File: src/rtl/fpga250_cfg_pkg.sv
// Shared constants, fill-state encoding and lane control struct for the config chain receiver.
package fpga250_cfg_pkg;

   localparam int CFG_LANES_DEF = 4;
   localparam int CFG_DEPTH_DEF = 32;

   typedef enum logic [1:0] {
      FILL_EMPTY   = 2'd0,
      FILL_PARTIAL = 2'd1,
      FILL_FULL    = 2'd2,
      FILL_OVER    = 2'd3
   } fill_state_e;

   typedef struct packed {
      logic shift_en;
      logic commit_en;
   } lane_ctrl_t;

   // Counter value to fill state; depth is the number of bits held per lane.
   function automatic fill_state_e fill_of(input int cnt, input int depth);
      if (cnt == 0)
         return FILL_EMPTY;
      else if (cnt < depth)
         return FILL_PARTIAL;
      else if (cnt == depth)
         return FILL_FULL;
      else
         return FILL_OVER;
   endfunction

endpackage

File: src/rtl/config_lane_shifter.sv
// One config lane: DEPTH-bit serial shift register plus the shadow copy it commits into.
module config_lane_shifter
   import fpga250_cfg_pkg::*;
#(
   parameter int DEPTH = CFG_DEPTH_DEF
) (
   input  logic             gclk,
   input  logic             grst_n,
   input  lane_ctrl_t       ctrl,
   input  logic             din,
   output logic             dout,
   output logic [DEPTH-1:0] shadow
);

   logic [DEPTH-1:0] sr;

   always_ff @(posedge gclk or negedge grst_n) begin
      if (!grst_n) begin
         sr     <= '0;
         shadow <= '0;
      end else begin
         if (ctrl.shift_en)
            sr <= {sr[DEPTH-2:0], din};
         // Commit copies the pre-edge register; the shift register itself is untouched.
         if (ctrl.commit_en)
            shadow <= sr;
      end
   end

   assign dout = sr[DEPTH-1];

endmodule

File: src/rtl/config_chain_receiver.sv
// Multi-lane config chain receiver: shifts serial frames, commits them to shadow on set.
// Optional macro CFG_RX_COUNT_CHECK_EN: only commit when exactly DEPTH bits were shifted.
module config_chain_receiver
   import fpga250_cfg_pkg::*;
#(
   parameter int LANES = CFG_LANES_DEF,
   parameter int DEPTH = CFG_DEPTH_DEF
) (
   input  logic                   wb_clk_i,
   input  logic                   wb_rst_ni,
   input  logic                   cen_i,
   input  logic                   set_i,
   input  logic [LANES-1:0]       shift_i,
   output logic                   cen_o,
   output logic                   set_o,
   output logic [LANES-1:0]       shift_o,
   output logic [LANES*DEPTH-1:0] cfg_o,
   output logic                   cfg_valid_o,
   output logic                   commit_o,
   output logic                   cfg_err_o
);

   localparam int CNT_W = $clog2(DEPTH + 2);
   localparam logic [CNT_W-1:0] CNT_MAX = CNT_W'(DEPTH + 1);

   logic [CNT_W-1:0]            shift_cnt;
   logic [CNT_W-1:0]            shift_cnt_nxt;
   fill_state_e                 fill;
   logic                        do_shift;
   logic                        do_set;
   logic                        set_ok;
   lane_ctrl_t                  lane_ctrl;
   logic [LANES-1:0][DEPTH-1:0] lane_shadow;

   assign cen_o = cen_i;
   assign set_o = set_i;

   assign do_shift = cen_i & ~set_i;
   assign do_set   = cen_i & set_i;
   assign fill     = fill_of(32'(shift_cnt), DEPTH);

   always_comb begin
      set_ok             = 1'b1;
`ifdef CFG_RX_COUNT_CHECK_EN
      set_ok             = (fill == FILL_FULL);
`endif
      lane_ctrl.shift_en  = do_shift;
      lane_ctrl.commit_en = do_set & set_ok;
      shift_cnt_nxt       = shift_cnt;
      // Any set restarts the frame count, whether or not it was accepted.
      if (do_set)
         shift_cnt_nxt = '0;
      else if (do_shift && fill != FILL_OVER)
         shift_cnt_nxt = shift_cnt + 1'b1;
   end

   always_ff @(posedge wb_clk_i or negedge wb_rst_ni) begin
      if (!wb_rst_ni) begin
         shift_cnt   <= '0;
         commit_o    <= 1'b0;
         cfg_valid_o <= 1'b0;
      end else begin
         shift_cnt   <= (shift_cnt_nxt > CNT_MAX) ? CNT_MAX : shift_cnt_nxt;
         commit_o    <= lane_ctrl.commit_en;
         cfg_valid_o <= cfg_valid_o | lane_ctrl.commit_en;
      end
   end

`ifdef CFG_RX_COUNT_CHECK_EN
   logic cfg_err_q;

   always_ff @(posedge wb_clk_i or negedge wb_rst_ni) begin
      if (!wb_rst_ni)
         cfg_err_q <= 1'b0;
      else
         cfg_err_q <= do_set & ~set_ok;
   end

   assign cfg_err_o = cfg_err_q;
`else
   assign cfg_err_o = 1'b0;
`endif

   for (genvar l = 0; l < LANES; l++) begin : g_lane
      config_lane_shifter #(
         .DEPTH(DEPTH)
      ) u_lane (
         .gclk   (wb_clk_i),
         .grst_n (wb_rst_ni),
         .ctrl   (lane_ctrl),
         .din    (shift_i[l]),
         .dout   (shift_o[l]),
         .shadow (lane_shadow[l])
      );
   end

   // Packed [lane][bit] flattens to cfg_o[l*DEPTH+k].
   assign cfg_o = lane_shadow;

endmodule

File: config.mk
export PLATFORM = sky130hd
export DESIGN_NAME = config_chain_receiver
export DESIGN_NICKNAME = d
export VERILOG_FILES = /design/src/rtl/fpga250_cfg_pkg.sv /design/src/rtl/config_lane_shifter.sv /design/src/rtl/config_chain_receiver.sv
export SDC_FILE = /design/constraint.sdc
export NUM_CORES = 1
export LEC_CHECK = 0
export BUFFER_PORTS_ARGS = -buffer_cell sky130_fd_sc_hd__buf_2
export CAP_MARGIN = 10
export CORE_MARGIN = 1
export CORE_UTILIZATION = 57
export CTS_CLUSTER_SIZE = 24
export DETAILED_ROUTE_END_ITERATION = 10
export HOLD_SLACK_MARGIN = 0.12
export PLACE_DENSITY = 0.89
export SYNTH_ARGS = -nofsm -noshare
export SYNTH_HDL_FRONTEND = slang
export SYNTH_HIERARCHICAL = 1
export SYNTH_SLANG_ARGS = --single-unit
File: constraint.sdc
create_clock -name wb_clk_i -period 0.9 [get_ports wb_clk_i]
set_input_delay 0.09 -clock wb_clk_i [delete_from_list [all_inputs] [get_ports wb_clk_i]]
set_output_delay 0.09 -clock wb_clk_i [all_outputs]
set_load 0.01 [all_outputs]
==> results.cfg, run 1 <==
[worst_setup_path]
reg2reg_slack_ns = -0.14
crit_chain = buf_6
crit_fanout = 2
worstPathRequired_ns = 0.81
critPathTopFamily = flip-flops
crit_buf_inv = 1
crit_type = flip-flop to output pin
worstPathArrival_ns = 1.12
start_kind = flip-flop
worst_setup_path_end_kind = output pin
slowest_delay_ns = 0.44
slowest_stage = dfrtp_1

[pwr]
p_per_area_mw_per_mm2 = 2640
leakagePower_nw = 7.48
peakVddDrop_uv = 2110
p_total_mw = 37.3

[sta]
rsz0062_at_grt = true
setup_violations = 177
tns_ns = -33.76
fmax_mhz = 828
slew_viol_final = 0
skew_ns = 0.0112
layout_min_cycle_time_ns = 1.21
fin_ws_ns = -0.307
finalHoldViolCount = 0
final.period_utilization_pct = 134
holdWs_ns = 0.0702

[floorplan]
row_count = 50
die_w_um = 140
coreArea_mm2 = 0.0187
die_y_um = 140
die_area_mm2 = 0.0196
num_io_pins = 145
initial_core_util_pct = 58.0

[synth]
ys_top_cells_by_area = dfrtp_1 59%, mux2_4 33%, buf_12 4.4%, mux2_2 1.7%, buf_6 0.83%
syn_nets = 561
synthDistinctLibCells = 10
post_synth.cell_area_avg_um2 = 19.6
yosysTopAreaCell = dfrtp_1
yosysSeqAreaShare_pct = 59.5
synth_area_mm2 = 0.0109
synthCells = 553
synth_top_area_share_pct = 59.5
yosys_register_bits = 258
ys_warn_count = 6

[final_layout]
n_antenna_cell = 0
layout_commonest_cell = dfrtp_1
fin_nets = 881
utilization_pct = 75.4
area_delta_synth_final_pct = 30.0
drive_gt1_share_pct = 69.6
final_cell_mix = 258 x dfrtp_1, 244 x mux2_4, 122 x buf_2, 109 x buf_4, 71 x buf_6

[clocking]
cts_tree = done
cts_root_buffer = clkbuf_16
h-tree-depth = 1
cts_num_sinks = 258
numCtsBuffers = 27
clk_path_buf_depth = 3
ctsHoldBuffers = 8
clkSlewWorstSetupHoldPaths_ns = 0.06
insertion_delay_ns = 0.52

[detailed_routing]
drc = 0
wl_per_cell_um = 20.5
num_vias = 5817
vias_per_cell = 5.17
drtAntennaViolNets = 0
drt_iter0_markers = 160
first_pass_iters = 4
wl_um = 23000

[run_status]
violations = setup timing
status = finished with violations

[placed_design]
port_buffers = 143
pre_cts_slack_ns = -0.361
routabilityCongestion = 0.757
post-dp-hpwl_um = 13000

[grt]
track_usage_pct = 22.6
grt_antenna_before_repair = 0
grt_pass1_vias = 6477
overflow = 0
grt_max_degree = 43
grt_first_pass_wirelength_um = 35100

[job]
cap_violations = 0

[hold_path]
hold_path.class = input pin to asynchronous set/reset pin
==> report_power, final <==
part | switching (mW) | leakage (nW) | internal, mW | total (mW)
Sequential | 2.30 | 3.41 | 14.2 | 16.5
Combinational | 3.06 | 3.62 | 6.50 | 9.56
Clock | 4.42 | 0.457 | 6.82 | 11.2
==> worst paths after layout <==
path,from,to,cells past startpoint
worst max-delay path,g_lane[0].u_lane/shadow[2],cfg_o[2],1
worst min-delay path,wb_rst_ni,g_lane[2].u_lane/sr[14],2
worst max register to register,g_lane[3].u_lane/shadow[23],g_lane[3].u_lane/shadow[23],3
worst min register to register,g_lane[3].u_lane/shadow[15],g_lane[3].u_lane/shadow[15],1
max in group asynchronous,wb_rst_ni,g_lane[3].u_lane/shadow[18],3
min in group wb_clk_i,set_i,g_lane[0].u_lane/sr[10],4
==> Yosys cell counts (all sizes together) <==
cell type  number
dfrtp         258
mux2          256
buf            35
a21o            1
and2            1
conb            1
nor2b           1
==> stage by stage <==
step / instance area [um^2] / std cells
5_1_grt: 14100 / 1126
6_report: 14100 / 1126
2_1_floorplan: 10900 / 553
3_5_place_dp: 12000 / 959
4_1_cts: 13600 / 1092
3_3_place_gp: 12000 / 959
==> cell families (layout without fill, tap and decap cells) <==
kind of cell	after synthesis	in the layout	share of synthesized area, %
multiplexers	256	256	34.9
flip-flops	258	258	59.5
AO/OA/AOI/OAI	1	1	0.0692
other	1	1	0.0345
AND/OR/NAND/NOR	2	2	0.115
buffers and inverters	35	374	5.46
==> per-layer routing <==
| metal | GRT usage (%) | up-vias | routed length (um) | part of all wire [%] |
|---|---|---|---|---|
| met2 | 40.1 | 141 | 12100 | 52 |
| met1 | 28.9 | 3060 | 9560 | 42 |
| met3 | 3.45 | 47 | 861 | 3.7 |
| li1 | - | 2569 | - | - |
| met4 | 6.07 | 0 | 518 | 2.2 |
| met5 | 0 | - | 0 | 0 |
==> layout make-up <==
cell class                      instances  area (um^2)
Clock inverter                         12          135
Clock buffer                           36          769
Tap cell                              234          293
Multi-Input combinational cell        260         3830
Fill cell                             998         4600
Sequential cell                       258         6460
Timing Repair Buffer                  326         2620
==> timing repair <==
action / 4_1_cts / 5_1_grt
cloned: 0 / 0
setup endpoints to repair: 134 / 183
endpoints found under the hold margin: 264 / 23
buffers inserted: 77 / 59
resized for setup: 5 / 72
==> sequential cells by signal (all words and copies together), names as in the netlist <==
register              count
cfg_valid_o               1
commit_o                  1
g_lane.u_lane/shadow    128
g_lane.u_lane/sr        128
(Power assumes the default switching activity.)
==> inputs of run 2 (changes only) <==
Settings changed: GPL_TIMING_DRIVEN set to 0.
Clock period 0.9 ns to 1.35 ns, I/O delays scaled along.
==> results.cfg, run 2 (same netlist as run 1, synthesis figures left out) <==
[worst_setup_path]
start_kind = flip-flop
worst_setup_path_end_kind = output pin
crit_chain = buf_2
crit_fanout = 3
crit_buf_inv = 1
worstPathRequired_ns = 1.22
slowest_stage = dfrtp_1
worstPathArrival_ns = 1.07
slowest_delay_ns = 0.39
critPathTopFamily = flip-flops
crit_type = flip-flop to output pin

[sta]
skew_ns = 0.0177
rsz0062_at_grt = false
slew_viol_final = 0
layout_min_cycle_time_ns = 1.20
relSlewSlack_pct = 49.4
setup_violations = 0
tightestPinTransition_ns = 0.757
fmax_mhz = 831
final.period_utilization_pct = 89.2
finalHoldViolCount = 0
fin_ws_ns = 0.146

[pwr]
clkPwrFrac_pct = 30.2
power_switching_mw = 5.81
switching_share_pct = 26.0
p_per_area_mw_per_mm2 = 1740
p_total_mw = 22.3
power_frac_comb_pct = 21.6
p_seq_share_pct = 48.2
peakVddDrop_uv = 1140
leakagePower_nw = 6.67
p_int_mw = 16.5

[run_status]
status = finished clean

[clocking]
post_cts_resized = 0
numCtsBuffers = 26
insertion_delay_ns = 0.52
postCtsSetupBuffers = 0
cts_tree = done
ctsHoldBuffers = 7
cts_root_buffer = clkbuf_16
clk_path_buf_depth = 3
h-tree-depth = 1
cts_num_sinks = 258
clkSlewWorstSetupHoldPaths_ns = 0.06

[grt]
grt_max_degree = 119
grt_pass1_vias = 5665
overflow = 0
track_usage_pct = 19.8
grt_antenna_before_repair = 0
grt_first_pass_wirelength_um = 31100

[detailed_routing]
vias_per_cell = 5.16
num_vias = 5075
wl_um = 18600
drtAntennaViolNets = 0
first_pass_iters = 4
drt_iter0_markers = 145
drc = 0
wl_per_cell_um = 18.9

[final_layout]
final_cell_mix = 258 x dfrtp_1, 240 x mux2_4, 142 x buf_2, 26 x clkbuf_16, 24 x buf_12
fin_nets = 741
layout_commonest_cell = dfrtp_1
reg_top3 = g_lane.u_lane/shadow: 128 flops, g_lane.u_lane/sr: 128 flops
drive_gt1_share_pct = 63.6
n_antenna_cell = 0
area_delta_synth_final_pct = 18.0

[floorplan]
die_w_um = 140
die_area_mm2 = 0.0196
die_y_um = 140
row_count = 50
initial_core_util_pct = 58.0
num_io_pins = 145
coreArea_mm2 = 0.0187

[placed_design]
routabilityCongestion = 0.794
port_buffers = 143
pre_cts_slack_ns = -0.388
post-dp-hpwl_um = 12200

[job]
cap_violations = 0

[hold_path]
hold_path.class = input pin to asynchronous set/reset pin
-- run 2: power by group through the flow --
stage	Sequential [mW]	Combinational (mW)	Clock, mW
after floorplan	10.9	3.03	0
after global placement	10.7	4.69	0
after detailed placement	10.8	4.86	0
after CTS	10.8	4.90	6.97
after global routing	11.0	5.17	7.26
final	10.8	4.83	6.74
-- run 2: final cells by class --
type / instances / area, um^2
Buffer: 35 / 593
Clock buffer: 37 / 762
Clock inverter: 8 / 53.8
Fill cell: 1204 / 5890
Multi-Input combinational cell: 260 / 3810
Sequential cell: 258 / 6460
Tap cell: 234 / 293
Timing Repair Buffer: 152 / 851
-- run 2: path summary, 6_finish.rpt --
path,start,end,slack [ns],cells past startpoint
max,g_lane[0].u_lane/sr[31],shift_o[0],0.15,1
min,wb_rst_ni,g_lane[3].u_lane/shadow[24],0.1,2
max reg2reg,cfg_valid_o,cfg_valid_o,0.18,2
min reg2reg,g_lane[0].u_lane/shadow[11],g_lane[0].u_lane/shadow[11],0.51,1
max in group asynchronous,wb_rst_ni,g_lane[2].u_lane/shadow[6],0.40,3
min in group wb_clk_i,cen_i,commit_o,0.16,2
-- run 2: metal layers --
layer  wire, um  global-route usage, %  vias to the layer above
met5          0                      0                        -
met3        815                   3.90                       21
met1       8300                   26.3                     2651
met4        235                   4.92                        0
li1           -                      -                     2287
met2       9210                   33.6                      116
-- run 2: metrics by stage --
step	cell area, um^2	utilization, %	std cells	TNS, ns	hold WS, ns
global placement	11900	63.4	930	-1093.88	0.368
floorplan	10900	-	553	0	-0.161
finish	12800	68.5	984	0	0.0978
global route	12800	68.5	984	0	0.111
CTS	12800	68.5	984	0	0.0711
detailed placement	11900	63.8	932	-70.96	0.0276
==> inputs of run 3 (changes only) <==
Settings changed: ABC_AREA set to 1.
==> results.cfg, run 3 <==
[detailed_routing]
drc = 0
wl_per_cell_um = 13.5
drt_iter0_markers = 452
first_pass_iters = 5
vias_per_cell = 4.94
drtAntennaViolNets = 0
wl_um = 20400
num_vias = 7510

[final_layout]
area_delta_synth_final_pct = 19.6
drive_gt1_share_pct = 24.0
reg_top3 = g_lane.u_lane/shadow: 128 flops, g_lane.u_lane/sr: 128 flops
final_cell_mix = 710 x nand2_1, 258 x dfrtp_1, 142 x buf_2, 60 x nand2_2, 32 x buf_6
design_area_mm2 = 0.0123
layout_commonest_cell = nand2_1
fin_nets = 1287
n_antenna_cell = 0

[synth]
ys.flop_type = dfrtp_1
synthArstFlopShare_pct = 100
synth_area_mm2 = 0.0103
syn_nets = 1108
yosysTopAreaCell = dfrtp_1
ys_top_cells_by_area = dfrtp_1 63%, nand2_1 26%, nand2_2 3.7%, buf_6 3.5%, clkbuf_8 1.6%
yosys.cell_count.top_type = nand2_1
synth-edff-count = 0
yosysSeqAreaShare_pct = 62.8
synthDistinctLibCells = 12
synth_top_area_share_pct = 62.8
synthCells = 1100
synth_commonest_cells = 710 x nand2_1, 258 x dfrtp_1, 60 x nand2_2
ys_warn_count = 6
post_synth.cell_area_avg_um2 = 9.35
yosys_register_bits = 258

[worst_setup_path]
worst_setup_path_end_kind = output pin
slowest_stage = dfrtp_1
crit_type = flip-flop to output pin
worst-r2r-cell-count = 2
worstSetupEndpoint = shift_o[0]
crit_fanout = 3
rr_endpoint = g_lane[2].u_lane/shadow[2]
start_kind = flip-flop
cp.depth = 1
crit_buf_inv = 1
slowest_delay_ns = 0.42
worstPathRequired_ns = 1.22
crit_chain = buf_2
crit_start = g_lane[0].u_lane/sr[31]
critPathTopFamily = flip-flops
reg2reg_slack_ns = 0.64
r2r_start = g_lane[2].u_lane/sr[2]
worstPathArrival_ns = 1.10

[sta]
fmax_mhz = 807
rsz0062_at_grt = false
final.period_utilization_pct = 91.8
skew_ns = 0.0107
setup_violations = 0
holdWs_ns = 0.156
slew_viol_final = 0
relSlewSlack_pct = 40.3
tightestPinTransition_ns = 0.893
finalHoldViolCount = 0
layout_min_cycle_time_ns = 1.24

[pwr]
switching_share_pct = 24.5
power_frac_comb_pct = 10.8
p_per_area_mw_per_mm2 = 1500
power_switching_mw = 4.54
peakVddDrop_uv = 1470
clkPwrFrac_pct = 40.3
p_seq_share_pct = 48.9
leakagePower_nw = 7.36
p_int_mw = 14.0

[clocking]
cts_tree = done
cts_num_sinks = 258
postCtsSetupBuffers = 0
h-tree-depth = 1
clkSlewWorstSetupHoldPaths_ns = 0.06
cts_root_buffer = clkbuf_16
numCtsBuffers = 26
clk_path_buf_depth = 3
insertion_delay_ns = 0.52

[floorplan]
num_io_pins = 145
initial_core_util_pct = 58.8
die_w_um = 136
row_count = 48
die_y_um = 136
coreArea_mm2 = 0.0175
die_area_mm2 = 0.0186

[grt]
grt_antenna_before_repair = 0
grt_pass1_vias = 7106
grt_max_degree = 130
overflow = 0
grt_first_pass_wirelength_um = 33700
track_usage_pct = 22.7

[hold_path]
hold_path.class = input pin to flip-flop

[run_status]
status = finished clean

[placed_design]
routabilityCongestion = 0.780
post-dp-hpwl_um = 13400
placed_cell_area_mm2 = 0.0113
port_buffers = 143

[job]
cap_violations = 0
[run 3: changes by cell type after synthesis, sizes merged, moves of 11 or more]
cell / delta
nand2: +770
mux2: -256
inv: +11
clkbuf: +12
buf: +12
[run 3: cell type report]
type / count / area (um^2)
buffer: 59 / 688
sequential: 258 / 6460
multi-input combinational: 772 / 3050
timing repair buffer: 151 / 841
fill: 1236 / 5170
tap: 225 / 282
inverter: 11 / 91.3
clock buffer: 36 / 759
clock inverter: 7 / 138
[run 3: through the flow]
step	util (%)	setup TNS [ns]	total power, mW	cells	setup WS (ns)
after floorplan	-	0	10.2	1100	0.354
after global placement	64.5	-1116.28	11.0	1468	-4.22
after detailed placement	64.9	-34.12	11.1	1470	-0.302
after CTS	70.4	0	18.7	1519	0.0908
after global routing	70.4	0	19.3	1519	0.0783
final	70.4	0	18.5	1519	0.111
[run 3: cell families after synthesis]
group	synth area share, %
buf+inv	7.58
flops	62.8
other cells	0.0365
simple gates	29.6
[run 3: worst min path at each step]
stage	startpoint	to	slack [ns]	depth (start not counted)
after floorplan	wb_rst_ni	cfg_valid_o	-0.16	0
after global placement	shift_i[2]	g_lane[2].u_lane/sr[0]	0.36	3
after detailed placement	wb_rst_ni	g_lane[2].u_lane/sr[15]	0.26	2
after CTS	cen_i	commit_o	0.15	3
after global routing	cen_i	commit_o	0.16	3
final	cen_i	commit_o	0.16	3
[run 3: per-layer routing]
layer | track usage, % | wire length (um) | up-vias
met5 | 0 | 0 | -
met4 | 7.28 | 455 | 0
met3 | 3.47 | 1090 | 36
met2 | 37.9 | 10200 | 215
met1 | 30.5 | 8730 | 3626
li1 | - | - | 3633
[run 3: timing repair]
action	CTS	global route
gates resized for setup	0	0
hold endpoints to repair	263	0
hold buffers	6	0
setup endpoints to repair	0	0
[run 3: power by group through the flow]
stage	Sequential, mW	Clock, mW	Combinational [mW]
detailed placement	9.14	0	2.00
floorplan	9.24	0	1.01
global placement	9.11	0	1.90
CTS	9.03	7.63	2.03
global route	9.13	7.92	2.24
finish	9.04	7.46	1.99
